[config.mk]
export PLATFORM = sky130hd
export DESIGN_NAME = decode_hazard_ctrl_flat
export DESIGN_NICKNAME = d
export VERILOG_FILES = /design/src/rtl/lc3b_types.sv /design/src/rtl/decode_hazard_ctrl_if.sv /design/src/rtl/raw_hazard_check.sv /design/src/rtl/decode_hazard_ctrl.sv /design/src/flat_wrapper.sv
export SDC_FILE = /design/constraint.sdc
export NUM_CORES = 1
export LEC_CHECK = 0
export CORE_MARGIN = 2
export CORE_UTILIZATION = 49
export CTS_CLUSTER_SIZE = 28
export DETAILED_ROUTE_END_ITERATION = 12
export PLACE_DENSITY = 0.86
export SLEW_MARGIN = 20
export SYNTH_ARGS = -nofsm -noshare
export SYNTH_HDL_FRONTEND = slang
export SYNTH_SLANG_ARGS = --single-unit
[constraint.sdc]
create_clock -name clk -period 4.25 [get_ports clk]
set_input_delay 0.425 -clock clk [delete_from_list [all_inputs] [get_ports clk]]
set_output_delay 0.425 -clock clk [all_outputs]
set_load 0.05 [all_outputs]
[src/rtl/lc3b_types.sv]
// -----------------------------------------------------------------------------
// lc3b_types
// Shared types for the LC-3b decode stage:
//   lc3b_reg           - architectural register number (R0..R7)
//   lc3b_control_word  - decoded control word carried down the pipe
//   lc3b_hz_state      - hazard controller branch-wait state
//   lc3b_stage_shadow  - minimal copy of a downstream stage used for hazard
//                        tracking (destination, write enable, load, valid)
// -----------------------------------------------------------------------------
package lc3b_types;

  typedef logic [2:0] lc3b_reg;

  typedef struct packed {
    logic [3:0] opcode;
    logic       sr1_needed;
    logic       sr2_needed;
    logic       load_regfile;
    logic       mem_read;
    logic       mem_write;
    logic       branch_stall;
  } lc3b_control_word;

  typedef enum logic {
    IDLE,
    BR_WAIT
  } lc3b_hz_state;

  typedef struct packed {
    lc3b_reg dr;
    logic    load_regfile;
    logic    mem_read;
    logic    valid;
  } lc3b_stage_shadow;

endpackage

[src/rtl/decode_hazard_ctrl_if.sv]
// -----------------------------------------------------------------------------
// decode_hazard_ctrl_if
// Bundle of the ID-side inputs and ID/EX outputs of decode_hazard_ctrl.
//   master : drives ctrl_in, id_valid, id_sr1, id_sr2, id_dr, mem_stall,
//            br_resolve; observes ex_ctrl, ex_valid, ex_dr, id_hold, stall_cnt
//   slave  : the hazard controller (opposite directions)
// Parameter STALL_CNT_W must match the controller it connects to.
// -----------------------------------------------------------------------------
interface decode_hazard_ctrl_if
  import lc3b_types::*;
#(
  parameter int STALL_CNT_W = 16
) ();

  lc3b_control_word       ctrl_in;
  logic                   id_valid;
  lc3b_reg                id_sr1;
  lc3b_reg                id_sr2;
  lc3b_reg                id_dr;
  logic                   mem_stall;
  logic                   br_resolve;
  lc3b_control_word       ex_ctrl;
  logic                   ex_valid;
  lc3b_reg                ex_dr;
  logic                   id_hold;
  logic [STALL_CNT_W-1:0] stall_cnt;

  modport master (
    output ctrl_in, id_valid, id_sr1, id_sr2, id_dr, mem_stall, br_resolve,
    input  ex_ctrl, ex_valid, ex_dr, id_hold, stall_cnt
  );

  modport slave (
    input  ctrl_in, id_valid, id_sr1, id_sr2, id_dr, mem_stall, br_resolve,
    output ex_ctrl, ex_valid, ex_dr, id_hold, stall_cnt
  );

endinterface

[src/rtl/raw_hazard_check.sv]
// -----------------------------------------------------------------------------
// raw_hazard_check
// Combinational read-after-write compare of the ID instruction's sources
// against the destination of one downstream stage.
//   i_sr1_needed/i_sr2_needed : ID instruction actually reads sr1/sr2
//   i_sr1/i_sr2               : ID source register numbers
//   i_dest_valid              : stage holds a real instruction that writes
//   i_dest                    : stage destination register
//   o_hit                     : any needed source matches the destination
// -----------------------------------------------------------------------------
module raw_hazard_check
  import lc3b_types::*;
(
  input  logic    i_sr1_needed,
  input  logic    i_sr2_needed,
  input  lc3b_reg i_sr1,
  input  lc3b_reg i_sr2,
  input  logic    i_dest_valid,
  input  lc3b_reg i_dest,
  output logic    o_hit
);

  logic w_sr1_hit;
  logic w_sr2_hit;

  assign w_sr1_hit = i_sr1_needed && (i_sr1 == i_dest);
  assign w_sr2_hit = i_sr2_needed && (i_sr2 == i_dest);
  assign o_hit     = i_dest_valid && (w_sr1_hit || w_sr2_hit);

endmodule

[src/rtl/decode_hazard_ctrl.sv]
// -----------------------------------------------------------------------------
// decode_hazard_ctrl
// ID-stage hazard controller and ID/EX pipeline register for the LC-3b.
// Inserts bubbles for register RAW hazards and while a branch/jump/trap is
// unresolved, freezes on downstream memory stalls, and counts bubble cycles.
//
// Ports:
//   clk    - clock, rising edge
//   reset  - asynchronous, active-high reset
//   bus    - decode_hazard_ctrl_if.slave:
//              in : ctrl_in, id_valid, id_sr1, id_sr2, id_dr, mem_stall,
//                   br_resolve
//              out: ex_ctrl, ex_valid, ex_dr, id_hold, stall_cnt
// Parameter:
//   STALL_CNT_W - width of the saturating bubble counter
// Build option:
//   DECODE_FORWARDING_EN - when defined, the datapath forwards results, so
//   only a load followed immediately by a consumer stalls. When undefined,
//   any consumer waits until its producer has left MEM.
// -----------------------------------------------------------------------------
module decode_hazard_ctrl
  import lc3b_types::*;
#(
  parameter int STALL_CNT_W = 16
) (
  input  logic                 clk,
  input  logic                 reset,
  decode_hazard_ctrl_if.slave  bus
);

  localparam logic [STALL_CNT_W-1:0] STALL_MAX = '1;
  localparam logic [STALL_CNT_W-1:0] STALL_ONE = {{(STALL_CNT_W-1){1'b0}}, 1'b1};

  lc3b_hz_state           r_state;
  lc3b_hz_state           w_state_next;
  lc3b_control_word       r_ex_ctrl;
  logic                   r_ex_valid;
  lc3b_reg                r_ex_dr;
  lc3b_stage_shadow       r_mem;
  logic [STALL_CNT_W-1:0] r_stall_cnt;

  logic w_ex_dest_valid;
  logic w_mem_dest_valid;
  logic w_ex_hit;
  logic w_mem_hit;
  logic w_raw_stall;
  logic w_issue_ok;
  logic w_issue;
  logic w_advance;
  logic w_unused;

  // A stage only matters as a producer when it is real and writes the file.
  assign w_ex_dest_valid  = r_ex_valid && r_ex_ctrl.load_regfile;
  assign w_mem_dest_valid = r_mem.valid && r_mem.load_regfile;

  raw_hazard_check u_ex_check (
    .i_sr1_needed (bus.ctrl_in.sr1_needed),
    .i_sr2_needed (bus.ctrl_in.sr2_needed),
    .i_sr1        (bus.id_sr1),
    .i_sr2        (bus.id_sr2),
    .i_dest_valid (w_ex_dest_valid),
    .i_dest       (r_ex_dr),
    .o_hit        (w_ex_hit)
  );

  raw_hazard_check u_mem_check (
    .i_sr1_needed (bus.ctrl_in.sr1_needed),
    .i_sr2_needed (bus.ctrl_in.sr2_needed),
    .i_sr1        (bus.id_sr1),
    .i_sr2        (bus.id_sr2),
    .i_dest_valid (w_mem_dest_valid),
    .i_dest       (r_mem.dr),
    .o_hit        (w_mem_hit)
  );

`ifdef DECODE_FORWARDING_EN
  // Forwarding covers everything except load data, which only exists after MEM.
  assign w_raw_stall = bus.id_valid && w_ex_hit && r_ex_ctrl.mem_read;
  assign w_unused    = r_mem.mem_read ^ w_mem_hit;
`else
  assign w_raw_stall = bus.id_valid && (w_ex_hit || w_mem_hit);
  assign w_unused    = r_mem.mem_read;
`endif

  assign w_advance  = !bus.mem_stall;
  assign w_issue_ok = bus.id_valid && !w_raw_stall && (r_state == IDLE);
  assign w_issue    = w_issue_ok && w_advance;

  // A branch holds IF/ID in the very cycle it issues, so the wrong-path
  // instruction behind it never reaches EX.
  assign bus.id_hold = bus.mem_stall || w_raw_stall || (r_state == BR_WAIT) ||
                       (w_issue_ok && bus.ctrl_in.branch_stall);

  assign bus.ex_ctrl   = r_ex_ctrl;
  assign bus.ex_valid  = r_ex_valid;
  assign bus.ex_dr     = r_ex_dr;
  assign bus.stall_cnt = r_stall_cnt;

  // NOTE: every output of a combinational block gets a default first, so no
  // path leaves it unassigned and no latch is inferred.
  always_comb begin
    w_state_next = r_state;
    case (r_state)
      IDLE:    if (w_issue && bus.ctrl_in.branch_stall) w_state_next = BR_WAIT;
      BR_WAIT: if (w_advance && bus.br_resolve)         w_state_next = IDLE;
      default: w_state_next = IDLE;
    endcase
  end

  // NOTE: sequential state uses non-blocking assignments so every register
  // samples pre-edge values regardless of statement order.
  always_ff @(posedge clk or posedge reset) begin
    if (reset) begin
      r_state <= IDLE;
    end else begin
      r_state <= w_state_next;
    end
  end

  always_ff @(posedge clk or posedge reset) begin
    if (reset) begin
      r_ex_ctrl   <= '0;
      r_ex_valid  <= 1'b0;
      r_ex_dr     <= '0;
      r_mem       <= '0;
      r_stall_cnt <= '0;
    end else if (w_advance) begin
      r_mem <= '{dr:           r_ex_dr,
                 load_regfile: r_ex_ctrl.load_regfile,
                 mem_read:     r_ex_ctrl.mem_read,
                 valid:        r_ex_valid};
      if (w_issue) begin
        r_ex_ctrl  <= bus.ctrl_in;
        r_ex_dr    <= bus.id_dr;
        r_ex_valid <= 1'b1;
      end else begin
        // Bubble: an all-zero word so downstream sees no side effects.
        r_ex_ctrl  <= '0;
        r_ex_dr    <= '0;
        r_ex_valid <= 1'b0;
        // Only a real instruction being held back counts as a stall cycle.
        if (bus.id_valid && (r_stall_cnt != STALL_MAX)) begin
          r_stall_cnt <= r_stall_cnt + STALL_ONE;
        end
      end
    end
  end

endmodule

[src/flat_wrapper.sv]
// flat-port wrapper written by rule: the top's interface ports become plain ports
module decode_hazard_ctrl_flat import lc3b_types::*;
#(
  parameter int STALL_CNT_W = 16
)
  (clk, reset, bus_ctrl_in, bus_id_valid, bus_id_sr1, bus_id_sr2, bus_id_dr, bus_mem_stall, bus_br_resolve, bus_ex_ctrl, bus_ex_valid, bus_ex_dr, bus_id_hold, bus_stall_cnt);
  decode_hazard_ctrl_if #(.STALL_CNT_W(STALL_CNT_W)) bus_i ();
  input  logic clk;
  input  logic reset;
  input wire logic [$bits(bus_i.ctrl_in)-1:0] bus_ctrl_in;
  input wire logic [$bits(bus_i.id_valid)-1:0] bus_id_valid;
  input wire logic [$bits(bus_i.id_sr1)-1:0] bus_id_sr1;
  input wire logic [$bits(bus_i.id_sr2)-1:0] bus_id_sr2;
  input wire logic [$bits(bus_i.id_dr)-1:0] bus_id_dr;
  input wire logic [$bits(bus_i.mem_stall)-1:0] bus_mem_stall;
  input wire logic [$bits(bus_i.br_resolve)-1:0] bus_br_resolve;
  output wire logic [$bits(bus_i.ex_ctrl)-1:0] bus_ex_ctrl;
  output wire logic [$bits(bus_i.ex_valid)-1:0] bus_ex_valid;
  output wire logic [$bits(bus_i.ex_dr)-1:0] bus_ex_dr;
  output wire logic [$bits(bus_i.id_hold)-1:0] bus_id_hold;
  output wire logic [$bits(bus_i.stall_cnt)-1:0] bus_stall_cnt;
  assign bus_i.ctrl_in = bus_ctrl_in;
  assign bus_i.id_valid = bus_id_valid;
  assign bus_i.id_sr1 = bus_id_sr1;
  assign bus_i.id_sr2 = bus_id_sr2;
  assign bus_i.id_dr = bus_id_dr;
  assign bus_i.mem_stall = bus_mem_stall;
  assign bus_i.br_resolve = bus_br_resolve;
  assign bus_ex_ctrl = bus_i.ex_ctrl;
  assign bus_ex_valid = bus_i.ex_valid;
  assign bus_ex_dr = bus_i.ex_dr;
  assign bus_id_hold = bus_i.id_hold;
  assign bus_stall_cnt = bus_i.stall_cnt;
  decode_hazard_ctrl #(.STALL_CNT_W(STALL_CNT_W)) u_core (.clk(clk), .reset(reset), .bus(bus_i));
endmodule
==> results by group, run 1 <==
Synth
  – EDFF count, synth: 0
  – Yosys top cell area share: a little over half
  – Ys async rst share: 100%
  – Yosys reg bits: 36
  – Primary FF master, synth: dfrtp_1
  – Area leader, netlist: dfrtp_1
  – Syn_nets: between 150 and 200
  – Top cells by count, synth: dfrtp_1 (36), a22o_1 (14), xnor2_1 (14)
  – Synth unique cells: 30
  – Seq/Total Area, Yosys: 52.8%
  – Syn_area_per_cell: 12.1 sq um
  – Area contributors post-synth: dfrtp_1 (53%), a22o_1 (7.2%), xnor2_1 (7.2%), xor2_1 (6.7%), mux2_2 (3.3%)
  – Synth Cell Area: 1710 sq um
  – Syn Inst Count: ~140
  – Top-count cell post-synth: dfrtp_1
  – Ys Warns: 0

Floorplanning
  – Die W: approximately 63 um
  – Die area: 3970 sq um
  – Initial Util: approximately half
  – Row count: 21
  – Die Y: about 63 um
  – I/O pin cnt: 55
  – Core Area: about 3300 sq um

Setup path
  – Cell repeated most along the worst path: clkdlybuf4s50_1
  – Setup CP Type: input pin to primary output
  – Critical path arrival: 2.67 ns
  – Crit end category: primary output
  – Worst-path fanout max: 2
  – Startpoint types: input pin
  – Worst stage delay on the critical path: 0.72 ns
  – Crit-path cells: clkdlybuf4s50_1, xnor2_1, nand4_1, nand2_1, a311o_1, a211o_1, clkdlybuf4s50_1
  – Slowest CP cell: clkdlybuf4s50_1
  – Worst Path Required: around 3.8 ns

Timing
  – Min Hold Slack: 0.477 ns
  – Final hold violations: 0
  – Final worst slack: 1.15 ns
  – Max-slew violations: 0
  – Clk_skew: 0.00553 ns
  – Tmin final: 3.10 ns
  – Worst-Margin Slew: 0.833 ns
  – Period utilization: 72.9%
  – Worst relative slew slack: 44.3%
  – Fmax: 0.323 GHz
  – Fin Setup TNS: 0 ns
  – RSZ-0062 raised after global routing: no
  – # setup viols final: 0

Status
  – Status: finished clean

Detailed routing
  – Routed via count: 1,365
  – DRT antenna net count: 0
  – Pre-antenna DRT Iters: 4
  – 1st-iter DRT viols: 48
  – Drc violations: 0
  – Routed wire length: 3.72 mm
  – Routed len/inst: about 15 um
  – Drt via density: about 5.6

Job
  – Max Cap Viol: 0

Placed design
  – Placer Congestion: 0.890
  – Dpl cells: 236
  – DP Wirelength: 2.84 mm
  – Port bufs: 54
  – Place WS: roughly 1.2 ns

Finish
  – Antenna fix cells: 0
  – FILL cells: roughly 260
  – Nets: 222
  – Layout cells sized above 1: between 8 and 9%
  – Area delta synth->final: 36.4%
  – Final Non-Filler Cells: between 200 and 250

Global routing
  – Vias in the first global route: 1,310
  – Largest net degree at the start of global routing: 24
  – Antenna violations before repair: 0
  – Grt ovf: 0
  – Global-route wire length before repair: just over 6 mm
  – GRT Total Usage: 20.1%

Hold path
  – Tightest Hold Check Type: input pin to async pin

Clocking
  – Hold buffer count at CTS: 0
  – Depth of the CTS H-tree: 2
  – Root Driver: clkbuf_4
  – Clk buf depth: 2
  – Clk_lat worst skew: 0.33 ns
  – Clock sinks: 36
  – Post-CTS setup buffers: 0
  – Worst-path clk slew: 0.10 ns
  – CTS tree: done
  – Cts repair resizes: 0
  – Cts bufs inserted: 5

Power
  – Leak pwr: 1.03 nW
  – Pwr Density: between 300 and 400 nW/um^2
  – Peak VDD IR: 0.337 mV
==> flip-flops by register name, summed over array words and instances (netlist names) <==
name and flops:
u_core.bus.ex_ctrl 10, u_core.bus.ex_valid 1, u_core.bus.stall_cnt 16, u_core.r_mem 5, u_core.r_state 1, u_core.bus.ex_dr 3
==> power breakdown <==
group,total [W],leakage [nW],internal [W],switching (W)
sequential,0.000423,0.471,0.000381,0.0000423
combinational,0.000301,0.530,0.000119,0.000182
clock,0.000185,0.0326,0.0000816,0.000103
==> metal layers <==
metal	vias to the layer above	GRT usage, %	share of wire, %
met5	-	0	0
met4	0	11.1	3.2
met3	14	4.14	4.1
met2	47	31.6	51
met1	679	25.8	42
li1	625	-	-
==> logic make-up (layout without fill, tap and decap cells) <==
| logic type | after synthesis | in the layout | synth area share [%] |
|---|---|---|---|
| AOI/OAI and AO/OA | 19 | 19 | 10.8 |
| and+or+nand+nor | 43 | 43 | 14.6 |
| xor gates and xnor gates | 27 | 27 | 13.9 |
| adders and majority gates | 1 | 1 | 0.734 |
| buffers and inverters | 9 | 66 | 3.23 |
| DFF | 36 | 36 | 52.8 |
| muxes | 6 | 6 | 3.96 |
==> cells in the final DEF, fill, tap and decap left out, drive strengths merged, types with 7 or more instances in the layout <==
master         synthesis  final
dfrtp                 36     36
nand2                  8      8
clkdlybuf4s50          0     54
xnor2                 14     14
nor4                   7      7
xor2                  13     13
a22o                  14     14
clkbuf                 1      8
==> metrics by stage <==
| stage | utilization [%] | area [sq um] | power [W] |
|---|---|---|---|
| finish | 69.7 | 2330 | 0.000909 |
| global route | 69.7 | 2330 | 0.000954 |
| global placement | 67.9 | 2270 | 0.000725 |
| detailed placement | 67.9 | 2270 | 0.000734 |
| CTS | 69.7 | 2330 | 0.000920 |
| floorplan | - | 1710 | 0.000624 |
==> area by class of cell <==
| class | count | area [sq um] | area share [%] |
|---|---|---|---|
| Inverter | 3 | 11.3 | 0.484 |
| Clock buffer | 8 | 58.8 | 2.53 |
| Multi-Input combinational cell | 96 | 749 | 32.2 |
| Sequential cell | 36 | 901 | 38.7 |
| Tap cell | 46 | 57.6 | 2.47 |
| Timing Repair Buffer | 55 | 548 | 23.6 |
==> worst paths after layout <==
kind | slack (ns) | end | cells after the start | startpoint
setup / recovery | 1.15 | bus_id_hold | 7 | bus_id_sr2[0]
hold / removal | 0.48 | u_core.bus.stall_cnt[8]$_DFFE_PP0P_ | 2 | reset
setup reg to reg | 1.81 | u_core.r_state$_DFF_PP0_ | 6 | u_core.r_mem[3]$_DFFE_PP0N_
hold reg to reg | 0.50 | u_core.bus.stall_cnt[13]$_DFFE_PP0P_ | 1 | u_core.bus.stall_cnt[13]$_DFFE_PP0P_
max in group asynchronous | 3.08 | u_core.bus.ex_ctrl[2]$_DFFE_PP0N_ | 3 | reset
min in group clk | 0.50 | u_core.bus.stall_cnt[13]$_DFFE_PP0P_ | 1 | u_core.bus.stall_cnt[13]$_DFFE_PP0P_
==> worst max-delay path, delay by kind of cell <==
family / cells / cell delay, ns
buffers and inverters: 2 / 1.18
AO/OA/AOI/OAI: 2 / 0.67
XOR/XNOR: 1 / 0.17
AND/OR/NAND/NOR: 2 / 0.22
No activity file was read; power rests on OpenSTA's default activity.
==> inputs of run 2 (changes only) <==
--- a/config.mk
+++ b/config.mk
@@ -6,10 +6,10 @@
 export NUM_CORES = 1
 export LEC_CHECK = 0
 export CORE_MARGIN = 2
-export CORE_UTILIZATION = 49
+export CORE_UTILIZATION = 46
 export CTS_CLUSTER_SIZE = 28
 export DETAILED_ROUTE_END_ITERATION = 12
-export PLACE_DENSITY = 0.86
+export PLACE_DENSITY = 0.82
 export SLEW_MARGIN = 20
 export SYNTH_ARGS = -nofsm -noshare
 export SYNTH_HDL_FRONTEND = slang
==> constraint.sdc (replaced) <==
create_clock -name clk -period 3.22 [get_ports clk]
set_input_delay 0.322 -clock clk [delete_from_list [all_inputs] [get_ports clk]]
set_output_delay 0.322 -clock clk [all_outputs]
set_load 0.05 [all_outputs]
==> results by group, run 2 (same netlist as run 1, synthesis figures left out) <==
Clocking
  – CTS tree: done
  – Clk buf depth: 2
  – Hold buffer count at CTS: 0
  – Worst-path clk slew: 0.07 ns
  – Clock sinks: 36
  – Depth of the CTS H-tree: 2
  – Post-CTS setup buffers: 0
  – Clk_lat worst skew: approximately 0.28 ns
  – Root Driver: clkbuf_8
  – Cts repair resizes: 0
  – Cts bufs inserted: 5

Placed design
  – DP Wirelength: 2.68 mm
  – Port bufs: 54
  – Placer Congestion: 0.939

Timing
  – Fin Setup TNS: 0 ns
  – Max-slew violations: 0
  – Clk_skew: 0.00476 ns
  – RSZ-0062 raised after global routing: no
  – Final hold violations: 0
  – Worst-Margin Slew: 0.558 ns
  – Period utilization: 87.4%
  – Fmax: 0.355 GHz
  – # setup viols final: 0
  – Worst relative slew slack: between 60% and 70%
  – Min Hold Slack: about 0.47 ns
  – Tmin final: 2.81 ns

Job
  – Max Cap Viol: 0

Finish
  – Area taken by multi-input logic gates: 749 sq um
  – Most frequent cells in the layout: clkdlybuf4s50_1 (54), dfrtp_1 (36), xnor2_1 (14), a22o_1 (14), xor2_1 (13)
  – Reg area: 901 sq um
  – Util after Layout: 65.9%
  – Area delta synth->final: 39.3%
  – Commonest non-fill, non-tap cell in the layout: clkdlybuf4s50_1
  – Layout cells sized above 1: approximately a tenth
  – Antenna fix cells: 0
  – FILL cells: roughly 290
  – Max reg flops: 16
  – Nets: 224

Global routing
  – Global-route wire length before repair: 6.09 mm
  – Antenna violations before repair: 0
  – Largest net degree at the start of global routing: 37
  – GRT Total Usage: 18.6%
  – Grt ovf: 0
  – Vias in the first global route: 1,325

Hold path
  – Tightest Hold Check Type: input pin to async pin

Power
  – Pwr Density: roughly 540 nW/um^2
  – Leak pwr: 1.06 nW
  – Clock power share: 25.0%
  – Switching part of the total: 34.6%
  – Peak VDD IR: approximately 0.28 mV
  – Comb pwr share: about a third
  – Sequential share of power: 43.6%
  – Switching pwr: between 0.0004 and 0.0005 W
  – Power Internal: 0.000840 W

Setup path
  – Critical path arrival: 2.49 ns
  – Crit end category: primary output
  – R2r endpoint: u_core.bus.stall_cnt[1]$_DFFE_PP0P_
  – FF-to-FF setup slack: 1.02 ns
  – Setup CP Type: input pin to primary output
  – Worst R2R Start: u_core.bus.stall_cnt[0]$_DFFE_PP0P_
  – Startpoint types: input pin
  – Critical path origin: bus_id_sr1[0]
  – Worst Path Required: 2.90 ns
  – Worst-path fanout max: 2
  – Worst Reg-to-Reg Cells: 7

Floorplanning
  – I/O pin cnt: 55
  – Initial Util: approximately 47%
  – Die W: roughly 65 um
  – Row count: 22
  – Core Area: 3610 sq um
  – Die area: 4210 sq um
  – Die Y: roughly 65 um

Status
  – Status: finished clean

Detailed routing
  – DRT antenna net count: 0
  – Pre-antenna DRT Iters: 4
  – Routed len/inst: 14.5 um
  – Drt via density: approximately 5.2
  – 1st-iter DRT viols: 74
  – Routed wire length: 3.60 mm
  – Drc violations: 0
  – Routed via count: approximately 1,300
-- run 2: worst max path at each step --
stage	cells past startpoint	endpoint
4_1_cts	7	bus_id_hold
6_report	7	bus_id_hold
2_1_floorplan	8	u_core.bus.stall_cnt[8]$_DFFE_PP0P_
3_5_place_dp	7	bus_id_hold
3_3_place_gp	7	bus_id_hold
5_1_grt	7	bus_id_hold
-- run 2: power groups by stage --
| stage | clock network (W) | logic [W] | registers (W) |
|---|---|---|---|
| finish | 0.000321 | 0.000403 | 0.000560 |
| global route | 0.000354 | 0.000428 | 0.000569 |
| CTS | 0.000329 | 0.000408 | 0.000560 |
| detailed placement | 0 | 0.000407 | 0.000568 |
| global placement | 0 | 0.000397 | 0.000563 |
| floorplan | 0 | 0.000120 | 0.000704 |
-- run 2: area by class of cell --
type	instances	share of cell area, %
repair buffers	57	23.7
clock buffers	8	3.79
flip-flops and latches	36	37.9
well taps	48	2.53
inverters	3	0.474
multi-input cells	96	31.6
-- run 2: stage by stage --
stage / std cells / cell area, sq um / power [W] / setup WS, ns
after CTS: 248 / 2370 / 0.00130 / 0.393
after global routing: 248 / 2370 / 0.00135 / 0.248
after global placement: 240 / 2280 / 0.000960 / 0.433
after floorplan: 141 / 1710 / 0.000824 / 1.05
final: 248 / 2370 / 0.00128 / 0.405
after detailed placement: 240 / 2280 / 0.000975 / 0.397
-- run 2: critical path, cell delays in order --
cell and delay [ns]:
clkdlybuf4s50_1 0.47, xnor2_1 0.15, nand4_1 0.09, nand2_1 0.11, a311o_1 0.37, a211o_1 0.30
clkdlybuf4s50_1 0.70
-- run 2: layer usage --
metal	track usage, %	part of all wire, %
met5	0	0
met4	7.98	1.7
met3	3.30	3.8
met1	24.9	44
met2	29.8	50
==> inputs of run 3 (changes only) <==
--- a/config.mk
+++ b/config.mk
@@ -6,10 +6,12 @@
 export NUM_CORES = 1
 export LEC_CHECK = 0
 export CORE_MARGIN = 2
-export CORE_UTILIZATION = 46
+export CORE_UTILIZATION = 30
+export CTS_BUF_LIST = sky130_fd_sc_hd__clkbuf_8
+export CTS_CLUSTER_DIAMETER = 40
 export CTS_CLUSTER_SIZE = 28
 export DETAILED_ROUTE_END_ITERATION = 12
-export PLACE_DENSITY = 0.82
+export PLACE_DENSITY = 0.58
 export SLEW_MARGIN = 20
 export SYNTH_ARGS = -nofsm -noshare
 export SYNTH_HDL_FRONTEND = slang
==> results by group, run 3 (same netlist as run 1, synthesis figures left out) <==
Setup path
  – Startpoint types: input pin
  – Worst Path Required: roughly 2.9 ns
  – Setup CP Type: input pin to primary output
  – Critical path arrival: approximately 2.5 ns
  – Worst-path fanout max: 2
  – R2r endpoint: u_core.bus.stall_cnt[1]$_DFFE_PP0P_
  – Crit end category: primary output
  – Worst Reg-to-Reg Cells: 7
  – FF-to-FF setup slack: 1.01 ns
  – Worst R2R Start: u_core.bus.stall_cnt[0]$_DFFE_PP0P_

Timing
  – Fin Setup TNS: 0 ns
  – Final hold violations: 0
  – RSZ-0062 raised after global routing: no
  – Tmin final: between 2 and 3 ns
  – Max-slew violations: 0
  – Period utilization: around 87%
  – Final worst slack: 0.426 ns
  – Clk_skew: 0.00213 ns
  – # setup viols final: 0
  – Worst relative slew slack: a little under half
  – Fmax: 0.358 GHz
  – Worst-Margin Slew: 0.808 ns

Detailed routing
  – Drc violations: 0
  – Pre-antenna DRT Iters: 4
  – Drt via density: 4.65
  – 1st-iter DRT viols: 45
  – Routed wire length: roughly 3.8 mm
  – Routed len/inst: 14.1 um
  – Routed via count: roughly 1,300
  – DRT antenna net count: 0

Placed design
  – Port bufs: 54
  – DP Wirelength: ~2.8 mm
  – Place WS: 0.424 ns
  – Placer Congestion: 0.755

Finish
  – Area delta synth->final: 41.2%
  – Area taken by multi-input logic gates: 749 sq um
  – Antenna fix cells: 0
  – Reg area: 901 sq um
  – Layout cells sized above 1: 10.5%
  – Max reg flops: 16
  – FILL cells: 508
  – Commonest non-fill, non-tap cell in the layout: clkdlybuf4s50_1
  – Nets: 224
  – Most frequent cells in the layout: clkdlybuf4s50_1 (54), dfrtp_1 (36), xnor2_1 (14), a22o_1 (14), xor2_1 (13)

Clocking
  – Root Driver: clkbuf_8
  – Clk_lat worst skew: between 0.2 and 0.3 ns
  – Cts repair resizes: 0
  – Post-CTS setup buffers: 0
  – Worst-path clk slew: around 0.070 ns
  – CTS tree: done
  – Clk buf depth: 2
  – Depth of the CTS H-tree: 2
  – Clock sinks: 36
  – Cts bufs inserted: 5
  – Hold buffer count at CTS: 0

Job
  – Max Cap Viol: 0

Floorplanning
  – I/O pin cnt: 55
  – Die W: 79.4 um
  – Initial Util: 31.0%
  – Die area: approximately 6300 sq um
  – Core Area: 5510 sq um
  – Row count: 27
  – Die Y: 79.4 um

Power
  – Leak pwr: 1.06 nW
  – Pwr Density: 536 nW/um^2
  – Peak VDD IR: 0.234 mV

Hold path
  – Tightest Hold Check Type: input pin to async pin

Global routing
  – GRT Total Usage: about 13%
  – Vias in the first global route: 1,238
  – Antenna violations before repair: 0
  – Global-route wire length before repair: 6.07 mm
  – Grt ovf: 0
  – Largest net degree at the start of global routing: 22

Status
  – Status: finished clean
-- run 3: changes by cell type in the layout (fill, tap and decap cells not counted), sizes merged --
cell,change
clkinv,+2
clkbuf,-2
-- run 3: layout make-up --
type	count	share of cell area, %
clock buffers	6	3.43
clock inverters	2	0.416
inverters	3	0.468
multi-input cells	96	31.1
flip-flops and latches	36	37.4
well taps	72	3.74
repair buffers	57	23.4
-- run 3: worst max path at each step --
stage / startpoint / to / slack, ns / cells past startpoint
floorplan: u_core.bus.stall_cnt[0]$_DFFE_PP0P_ / u_core.bus.stall_cnt[8]$_DFFE_PP0P_ / 1.05 / 8
global placement: bus_id_sr1[1] / bus_id_hold / 0.43 / 7
detailed placement: bus_id_sr1[1] / bus_id_hold / 0.42 / 7
CTS: bus_id_sr1[0] / bus_id_hold / 0.42 / 7
global route: bus_id_sr2[0] / bus_id_hold / 0.35 / 7
finish: bus_id_sr1[0] / bus_id_hold / 0.43 / 7
-- run 3: per-layer routing --
layer	share of wire (%)	vias to the layer above	track usage (%)
met2	48	26	18.7
li1	-	626	-
met5	0	-	0
met3	3.4	5	2.83
met1	47	608	17.5
met4	1.6	0	5.17
-- run 3: critical path, cell delays in order --
cell,delay (ns)
clkdlybuf4s50_1,0.45
xnor2_1,0.14
nand4_1,0.09
nand2_1,0.10
a311o_1,0.36
a211o_1,0.30
clkdlybuf4s50_1,0.70
-- run 3: power by group --
group	switching (W)	total [W]	internal [W]
logic	0.000241	0.000402	0.000161
clock network	0.000159	0.000330	0.000171
registers	0.0000555	0.000559	0.000503
-- run 3: metrics by stage --
step	power [W]	utilization, %	instance area, sq um	std cells	hold WS (ns)
floorplan	0.000824	-	1710	141	0.451
global placement	0.000970	42.0	2310	264	0.490
detailed placement	0.000975	42.0	2310	264	0.493
CTS	0.00131	43.7	2410	272	0.503
global route	0.00136	43.7	2410	272	0.525
finish	0.00129	43.7	2410	272	0.495
